===== src/rtl/router_pkt_loader_if.sv =====
// Byte-serial link between the packet source, the loader and the three router FIFOs.
// The loader takes the slave side; the source/FIFO side (or a bench) takes master.
interface router_pkt_loader_if #(
    parameter int DATA_W   = 8,
    parameter int NUM_DEST = 3
);
    logic                pkt_valid;
    logic [DATA_W-1:0]   data_in;
    logic [NUM_DEST-1:0] fifo_full;
    logic                busy;
    logic [NUM_DEST-1:0] write_enb;
    logic [DATA_W-1:0]   data_out;
    logic                lfd_state;
    logic                parity_done;
    logic                err;

    modport master (
        output pkt_valid, data_in, fifo_full,
        input  busy, write_enb, data_out, lfd_state, parity_done, err
    );

    modport slave (
        input  pkt_valid, data_in, fifo_full,
        output busy, write_enb, data_out, lfd_state, parity_done, err
    );
endinterface


===== src/rtl/router_pkt_loader.sv =====
// Router input stage: steers header+payload bytes into the addressed FIFO through a
// one-byte hold register, stalls the source on FIFO full, and checks the parity byte.
module router_pkt_loader #(
    parameter int DATA_W   = 8,
    parameter int NUM_DEST = 3
) (
    input logic                clk,
    input logic                rst,
    router_pkt_loader_if.slave bus
);
    localparam int ADDR_W = 2;
    localparam int CNT_W  = DATA_W - 2;

    typedef enum logic [2:0] {IDLE, HDR, PAYLOAD, PARITY, DROP} state_t;

    state_t              state_q;
    logic [DATA_W-1:0]   hold_q;
    logic                hold_vld_q;
    logic [ADDR_W-1:0]   addr_q;
    logic [CNT_W-1:0]    cnt_q;
    logic [DATA_W-1:0]   par_q;
    logic                parity_done_q;
    logic                err_q;

    logic                full_sel;
    logic                wr_go;
    logic                busy;
    logic                lfd;
    logic                accept;
    logic [NUM_DEST-1:0] wr_en;

    // Write and stall decisions react to fifo_full in the same cycle.
    always_comb begin
        full_sel = 1'b0;
        for (int k = 0; k < NUM_DEST; k++) begin
            if (addr_q == ADDR_W'(k)) full_sel = bus.fifo_full[k];
        end
        wr_go = 1'b0;
        busy  = 1'b0;
        lfd   = 1'b0;
        case (state_q)
            HDR: begin
                busy  = 1'b1;
                wr_go = !full_sel;
                lfd   = !full_sel;
            end
            PAYLOAD: begin
                wr_go = hold_vld_q && !full_sel;
                busy  = (hold_vld_q && full_sel) || (cnt_q == '0);
            end
            default: ;
        endcase
        accept = bus.pkt_valid && !busy;
        wr_en  = '0;
        for (int k = 0; k < NUM_DEST; k++) begin
            wr_en[k] = wr_go && (addr_q == ADDR_W'(k));
        end
    end

    always_ff @(posedge clk or posedge rst) begin
        if (rst) begin
            state_q       <= IDLE;
            hold_q        <= '0;
            hold_vld_q    <= 1'b0;
            addr_q        <= '0;
            cnt_q         <= '0;
            par_q         <= '0;
            parity_done_q <= 1'b0;
            err_q         <= 1'b0;
        end else begin
            parity_done_q <= 1'b0;
            err_q         <= 1'b0;
            case (state_q)
                IDLE: begin
                    if (accept) begin
                        hold_q     <= bus.data_in;
                        par_q      <= bus.data_in;
                        cnt_q      <= bus.data_in[DATA_W-1:2];
                        addr_q     <= bus.data_in[ADDR_W-1:0];
                        hold_vld_q <= 1'b0;
                        state_q    <= (int'(bus.data_in[ADDR_W-1:0]) < NUM_DEST) ? HDR : DROP;
                    end
                end
                HDR: begin
                    if (wr_go) begin
                        hold_vld_q <= 1'b0;
                        state_q    <= (cnt_q == '0) ? PARITY : PAYLOAD;
                    end
                end
                PAYLOAD: begin
                    // A write and a new accept may coincide: the held byte leaves as the next one lands.
                    if (accept) begin
                        hold_q     <= bus.data_in;
                        hold_vld_q <= 1'b1;
                        par_q      <= par_q ^ bus.data_in;
                        cnt_q      <= cnt_q - CNT_W'(1);
                    end else if (wr_go) begin
                        hold_vld_q <= 1'b0;
                    end
                    if ((cnt_q == '0) && (!hold_vld_q || wr_go)) state_q <= PARITY;
                end
                PARITY: begin
                    if (accept) begin
                        parity_done_q <= 1'b1;
                        err_q         <= (bus.data_in != par_q);
                        state_q       <= IDLE;
                    end
                end
                DROP: begin
                    if (accept) begin
                        if (cnt_q == '0) begin
                            parity_done_q <= 1'b1;
                            err_q         <= 1'b1;
                            state_q       <= IDLE;
                        end else begin
                            cnt_q <= cnt_q - CNT_W'(1);
                        end
                    end
                end
                default: state_q <= IDLE;
            endcase
        end
    end

    assign bus.busy        = busy;
    assign bus.write_enb   = wr_en;
    assign bus.data_out    = hold_q;
    assign bus.lfd_state   = lfd;
    assign bus.parity_done = parity_done_q;
    assign bus.err         = err_q;
endmodule

===== src/flat_wrapper.sv =====
// flat-port wrapper written by rule: the top's interface ports become plain ports
module router_pkt_loader_flat 
#(
    parameter int DATA_W   = 8,
    parameter int NUM_DEST = 3
)
  (clk, rst, bus_pkt_valid, bus_data_in, bus_fifo_full, bus_busy, bus_write_enb, bus_data_out, bus_lfd_state, bus_parity_done, bus_err);
  router_pkt_loader_if #(.DATA_W(DATA_W), .NUM_DEST(NUM_DEST)) bus_i ();
  input logic clk;
  input logic rst;
  input wire logic [$bits(bus_i.pkt_valid)-1:0] bus_pkt_valid;
  input wire logic [$bits(bus_i.data_in)-1:0] bus_data_in;
  input wire logic [$bits(bus_i.fifo_full)-1:0] bus_fifo_full;
  output wire logic [$bits(bus_i.busy)-1:0] bus_busy;
  output wire logic [$bits(bus_i.write_enb)-1:0] bus_write_enb;
  output wire logic [$bits(bus_i.data_out)-1:0] bus_data_out;
  output wire logic [$bits(bus_i.lfd_state)-1:0] bus_lfd_state;
  output wire logic [$bits(bus_i.parity_done)-1:0] bus_parity_done;
  output wire logic [$bits(bus_i.err)-1:0] bus_err;
  assign bus_i.pkt_valid = bus_pkt_valid;
  assign bus_i.data_in = bus_data_in;
  assign bus_i.fifo_full = bus_fifo_full;
  assign bus_busy = bus_i.busy;
  assign bus_write_enb = bus_i.write_enb;
  assign bus_data_out = bus_i.data_out;
  assign bus_lfd_state = bus_i.lfd_state;
  assign bus_parity_done = bus_i.parity_done;
  assign bus_err = bus_i.err;
  router_pkt_loader #(.DATA_W(DATA_W), .NUM_DEST(NUM_DEST)) u_core (.clk(clk), .rst(rst), .bus(bus_i));
endmodule

===== config.mk =====
export PLATFORM = sky130hd
export DESIGN_NAME = router_pkt_loader_flat
export DESIGN_NICKNAME = d
export VERILOG_FILES = /design/src/rtl/router_pkt_loader_if.sv /design/src/rtl/router_pkt_loader.sv /design/src/flat_wrapper.sv
export SDC_FILE = /design/constraint.sdc
export NUM_CORES = 1
export LEC_CHECK = 0
export ABC_AREA = 1
export CAP_MARGIN = 20
export CELL_PAD_IN_SITES_DETAIL_PLACEMENT = 2
export CELL_PAD_IN_SITES_GLOBAL_PLACEMENT = 2
export CORE_MARGIN = 1
export CORE_UTILIZATION = 30
export CTS_CLUSTER_DIAMETER = 50
export DETAILED_ROUTE_END_ITERATION = 12
export GPL_TIMING_DRIVEN = 0
export HOLD_SLACK_MARGIN = 0.12
export PLACE_DENSITY_LB_ADDON = 0.1
export SLEW_MARGIN = 15
export SYNTH_ARGS = -nofsm -noshare
export SYNTH_HDL_FRONTEND = slang
export SYNTH_SLANG_ARGS = --single-unit

===== constraint.sdc =====
create_clock -name clk -period 1.9 [get_ports clk]
set_clock_uncertainty 0.1 [all_clocks]
set_input_delay 0.38 -clock clk [delete_from_list [all_inputs] [get_ports clk]]
set_output_delay 0.38 -clock clk [all_outputs]
set_load 0.02 [all_outputs]

### After elaboration in Yosys (flattened, before gate mapping)

Index checks and enable logic that the tools add are counted.

| word-level totals | value |
|---|---|
| latch bits | 0 |
| bits in registers | 30 |
| output and inout bits | 15 |
| bits in read-only memories | 0 |
| memories | 0 |
| memory bits (writable) | 0 |
| bits of input ports | 14 |
| word-level logic and storage cells | 84 |

| operators by class | value |
|---|---|
| reduce and logical (&&, ||, !) cells | 25 |
| shifts and indexed selects | 0 |
| eq/ne operators | 15 |
| order comparisons | 1 |
| add/sub/neg operators | 1 |
| div/mod/pow operators | 0 |
| bitwise gates (word level) | 1 |
| $mul | 0 |
| mux-type cells | 33 |

Operators with widths:

| operator | count |
|---|---|
| 6-bit two-way mux | 4 |
| 3-bit two-way mux | 7 |
| 6-bit case mux with 3 select lines | 1 |
| 8-bit two-way mux | 2 |
| 8-bit case mux with 2 select lines | 1 |
| 3-bit case mux with 5 select lines | 1 |
| 2-bit by 1-bit != test with 1-bit output (second input constant) | 7 |
| 1-bit two-way mux | 12 |
| 8-bit != test | 1 |
| 1-bit case mux with 2 select lines | 4 |
| 8-bit bitwise XOR | 1 |
| 1-bit logical AND | 7 |
| 3-bit by 2-bit equality test with 1-bit output (second input constant) | 2 |
| 6-bit zero test | 1 |
| 2-bit AND reduction | 3 |
| 6-bit AND reduction | 1 |
| 3-bit nonzero test | 2 |
| 6-bit by 1-bit subtractor with 6-bit output (second input constant) | 1 |
| 5-bit AND reduction | 1 |
| 3-bit by 1-bit equality test with 1-bit output (second input constant) | 1 |
| 3-bit equality test (second input constant) | 1 |
| 1-bit zero test | 3 |
| 3-bit zero test | 1 |
| 1-bit case mux with 3 select lines | 1 |
| other kinds (9) | 10 |

### Depth between registers and ports, before layout

| logic depth | value |
|---|---|
| depth in word-level cells | 11 |
| depth in mapped cells | 13 |

### Least setup slack after synthesis

Ideal clock, no wire load.

| timing | value |
|---|---|
| path type | register to output |
| start point | register u_core.state_q[0] |
| end point | output bus_write_enb[0] |
| stages on the path, launching flop included | 6 |
| data arrival time | 1.499 ns |
| setup slack | -0.079 ns |
| path buffers | 0 |
| required time | 1.420 ns |
| path through | dfrtp_1 nor2_4 nand2_4 o21ai_1 nand3_1 nor3_1 |

| between the ends | value |
|---|---|
| cells in the longest elaborated chain, start to end | 3 |

RTL lines:

| element | RTL line | source |
|---|---|---|
| from (decl) | router_pkt_loader.sv:16 | `state_t state_q;` |
| from (signal assigned) | router_pkt_loader.sv:81 | `state_q <= (int'(bus.data_in[ADDR_W-1:0]) < NUM_DEST) ? HDR : DROP;` |
| from (signal assigned) | router_pkt_loader.sv:87 | `state_q <= (cnt_q == '0) ? PARITY : PAYLOAD;` |
| 3-bit by 2-bit equality test with 1-bit output / 3-bit by 1-bit equality test with 1-bit output (equally long branches) | router_pkt_loader.sv:41 | `case (state_q)` |
| 1-bit case mux with 2 select lines (*) | router_pkt_loader.sv:41 |  |
| 1-bit logical AND (*) | router_pkt_loader.sv:56 | `wr_en[k] = wr_go && (addr_q == ADDR_W'(k));` |
| to (decl) | flat_wrapper.sv:15 | `output wire logic [$bits(bus_i.write_enb)-1:0] bus_write_enb;` |

Mark *: on every way between the ends. The rest lies on a longest branch, timed or not.

### Final worst setup path

| timing | value |
|---|---|
| start point | register u_core.state_q[0] |
| end point | output bus_write_enb[1] |

Same word-level chain as after synthesis.

==> flow_results.org <==
** Power and ir drop
- Net switching is 48.4% of the power.
- The share of total power dissipated in combinational logic is 65.2%.
- Registers are responsible for 23.7% of the overall power.
- In this run, the clock network consumes 11.1% of the power.
- Maximum vdd ir drop :: 0.699 mV
- The internal portion of the total power is 2.59 mW.
- Power density of the placed cells :: 1950 nW/µm²
- Static Leakage :: 1.24 nW
- Net switching power of the design :: 2.43 mW

** Die
- The initial utilization of the core area, before any placement, comes to 31.0%.
- Total Die Area :: 6400 µm²
- Core outline area :: 5890 µm²
- In this run the horizontal extent of the chip is 80.0 µm.
- The floorplan has 28 rows.
- 29 I/O pins were placed.
- Die extent in y :: 80.0 µm

** Layout
- Leading cell types in the layout, fill and taps excluded :: 71 x sky130_fd_sc_hd__nand2_1, 26 x sky130_fd_sc_hd__dfrtp_1, 24 x sky130_fd_sc_hd__buf_4, 22 x sky130_fd_sc_hd__o21ai_0, 22 x sky130_fd_sc_hd__clkdlybuf4s50_1
- Summing all flip-flop and latch instances after layout gives 756 µm².
- Non-filler instance count after layout :: 371
- Nets@finish :: 311
- Final design instance area without fill :: 2570 µm²
- Most common cell after layout, fill and taps aside :: sky130_fd_sc_hd__nand2_1
- Fraction of final layout cells with drive strength greater than 1 :: 29.7%
- Final core area utilization :: 43.7%
- The number of antenna diodes in the final layout is 0.
- Compared with the post-synthesis result, the final layout area differs by 40.9%.
- Area occupied by multi-input gates :: 1040 µm²
- Number of inserted filler cells in the final layout :: 677

** STA
- Setup repair after global routing missed its margin :: true
- Headroom to the max-slew limit came out at 53.9%.
- Ratio of final minimum period to clock period :: 106%
- Setup violations remaining at the end of the flow were counted as 4.
- The max-slew violation count was 0.
- Subtracting the final worst setup slack from the clock period gives 2.02 ns.
- Worst-margin pin slew :: 0.691 ns
- Static timing analysis puts the maximum clock frequency at 496 MHz.
- The number of endpoints with negative hold slack in the final report is 0.
- Setup slack on the critical path of the routed design comes to -0.117 ns.

** Global route
- Overall Global Routing Usage :: 21.1%
- Largest net degree at the start of global routing :: 31
- Global-route wire length before repair :: 9970 µm
- The number of global-route vias before repair was 1,947.
- GRT Residual Overflow :: 0
- Antenna violations before repair :: 0

** Logic synthesis
- Synth Net Count :: 256
- Sequential share of the synthesized area :: 41.1%
- Yosys mapped the design onto 28 distinct sky130hd cell types.
- Synth top area cells :: sky130_fd_sc_hd__dfrtp_1 41%, sky130_fd_sc_hd__nand2_1 15%, sky130_fd_sc_hd__o21ai_0 6.9%, sky130_fd_sc_hd__inv_1 4.7%, sky130_fd_sc_hd__nand3_1 3.6%
- A synthesized cell averages 7.61 µm².
- Flop and latch count out of synthesis :: 30
- Summed over its instances, the top area cell type makes up 41.1% of the synthesized netlist area.
- The biggest area contributor in the post-synthesis netlist is sky130_fd_sc_hd__dfrtp_1.
- Syn. warnings :: 0
- The cell count after synthesis came out at 240.
- After synthesis the cells add up to 1830 µm².

** Detailed routing
- For this block, the initial DRC count from the detailed router was 65.
- Final wirelength :: 6310 µm
- Before antenna repair, the detailed router went through 4 iterations.
- Residual DRC :: 0
- Dividing the detail-routed wire length by the instance count gives 17.0 µm.
- Via Count :: 1,819
- Drt via density :: 4.90
- Once detail routing completed, the nets flagged for antenna violations numbered 0.

** Worst hold path
- In this run the worst hold path is classified as reg2reg.

** Clock network
- Clock tree from TritonCTS :: done
- Hold Buf Count CTS :: 0
- In this run the clock root is driven by a sky130_fd_sc_hd__clkbuf_8.
- The clock net in this run drives a total of 30 sinks.
- Max Buffers Root-to-Sink :: 2
- Post-CTS clock slew at the launch and capture registers of the worst setup and hold paths :: 0.07 ns
- Clock latency on the worst-skew pair, taken at its later pin, is 0.29 ns.
- CTS H-Tree Depth :: 2
- Total clock buffers created by CTS :: 5

** Critical path
- Data arrives at the worst endpoint at 1.54 ns.
- The worst setup path is captured at a primary output.
- Ordered cell list for the critical path :: nor2_4, nand2_4, o21ai_4, nand3_4, nor3_2, buf_4
- Req. time, crit path :: 1.42 ns
- The largest single stage delay on the critical path is 0.44 ns.
- In this run the register-to-register setup slack is 0.01 ns.
- Master of the slowest instance on the critical path :: sky130_fd_sc_hd__dfrtp_2
- Max Fanout on Critical Path :: 4
- STA classifies the critical path startpoint as a register.
- Setup Crit Path Kind :: reg2out

** Status
- The run finished, with violations left.
- The final reports fail on negative setup slack.

** Place
- Inst Count DP :: 343
- The congestion estimate from routability-driven global placement came to 0.762.
- Total cell area at the placement stage :: 2200 µm²
- Count of input and output buffers :: 28
- The HPWL after detailed placement is 4070 µm.

** Flow run
- Total of max-cap violations :: 0
[worst max-delay path: cells and delay by family (launching register included)]
| kind | cells | cell delay [ns] |
|---|---|---|
| DFF | 1 | 0.44 |
| buffers and inverters | 1 | 0.17 |
| and+or+nand+nor | 4 | 0.48 |
| AOI/OAI and AO/OA | 1 | 0.16 |
[path summary, 6_finish.rpt]
path / end / cells after the start / from
worst max-delay path: bus_write_enb[1] / 6 / u_core.state_q[0]
worst min-delay path: u_core.bus.data_out[7] / 2 / u_core.bus.data_out[7]
worst max register to register: u_core.cnt_q[5] / 11 / u_core.state_q[0]
worst min register to register: u_core.bus.data_out[7] / 2 / u_core.bus.data_out[7]
max in group asynchronous: u_core.state_q[2] / 2 / rst
min in group asynchronous: u_core.addr_q[0] / 2 / rst
[flip-flops by register name (all words and copies together), names as in the netlist]
signal                  cells
u_core.addr_q               2
u_core.par_q                8
u_core.cnt_q                6
u_core.hold_vld_q           1
u_core.bus.data_out         8
u_core.state_q              3
u_core.bus.parity_done      1
u_core.bus.err              1
[repair_timing]
action | CTS | global route
hold endpoints to repair | 0 | 0
pin swaps | 9 | 5
setup buffers | 16 | 4
resized for setup | 55 | 19
setup endpoints to repair | 24 | 25
[area by class of cell]
class	count	area share [%]
buffer	7	2.34
inverter	26	4.04
timing repair buffer	48	16.4
multi-input combinational	177	40.6
sequential	30	29.4
clock buffer	7	3.36
clock inverter	1	0.195
tap	75	3.65
[synthesized netlist by cell type]
master	n
sky130_fd_sc_hd__a21boi_0	2
sky130_fd_sc_hd__a21oi_1	2
sky130_fd_sc_hd__a31oi_1	2
sky130_fd_sc_hd__buf_1	1
sky130_fd_sc_hd__buf_2	2
sky130_fd_sc_hd__buf_4	1
sky130_fd_sc_hd__buf_6	2
sky130_fd_sc_hd__clkbuf_1	1
sky130_fd_sc_hd__dfrtp_1	30
sky130_fd_sc_hd__ha_1	2
sky130_fd_sc_hd__inv_1	23
sky130_fd_sc_hd__inv_2	3
sky130_fd_sc_hd__nand2_1	73
sky130_fd_sc_hd__nand2_2	6
sky130_fd_sc_hd__nand2_4	3
sky130_fd_sc_hd__nand3_1	13
sky130_fd_sc_hd__nand3_2	1
sky130_fd_sc_hd__nand3_4	1
sky130_fd_sc_hd__nand3b_1	1
sky130_fd_sc_hd__nand4_1	3
sky130_fd_sc_hd__nor2_1	10
sky130_fd_sc_hd__nor2_4	3
sky130_fd_sc_hd__nor3_1	4
sky130_fd_sc_hd__o21ai_0	25
sky130_fd_sc_hd__o21ai_1	11
sky130_fd_sc_hd__o21ai_2	6
sky130_fd_sc_hd__xnor2_1	6
sky130_fd_sc_hd__xor2_1	3
[layer usage]
| layer | GRT usage (%) | vias up | share of wire [%] |
|---|---|---|---|
| met5 | 0 | - | 0 |
| met4 | 6.43 | 0 | 1.3 |
| met3 | 3.43 | 8 | 2.3 |
| met2 | 37.9 | 26 | 52 |
| met1 | 25.4 | 902 | 44 |
| li1 | - | 883 | - |
[kinds of logic (layout without fill, tap and decap cells)]
group / count (synthesis) / in the layout / share of synthesized area [%]
and+or+nand+nor: 118 / 118 / 30.4
AOI/OAI and AO/OA: 48 / 48 / 14.8
buffers and inverters: 33 / 89 / 7.95
DFF: 30 / 30 / 41.1
xor gates and xnor gates: 9 / 9 / 4.32
adders and majority gates: 2 / 2 / 1.37
[power groups by stage]
stage,clock network (mW),logic (mW),registers [mW]
after detailed placement,0,2.55,1.18
final,0.556,3.28,1.19
after global placement,0,2.49,1.16
after CTS,0.579,3.00,1.17
after global routing,0.597,3.61,1.22
after floorplan,0,1.66,1.24
[per-stage QoR]
step,hold slack [ns],power (mW),setup TNS [ns],setup slack (ns)
after floorplan,0.370,2.90,-0.236,-0.0786
after CTS,0.401,4.76,-0.428,-0.134
after global placement,0.362,3.65,-10.60,-0.581
after global routing,0.421,5.43,-0.835,-0.173
final,0.387,5.02,-0.359,-0.117
after detailed placement,0.385,3.73,-6.78,-0.611
Note: power is estimated with default switching activity, not from simulation.
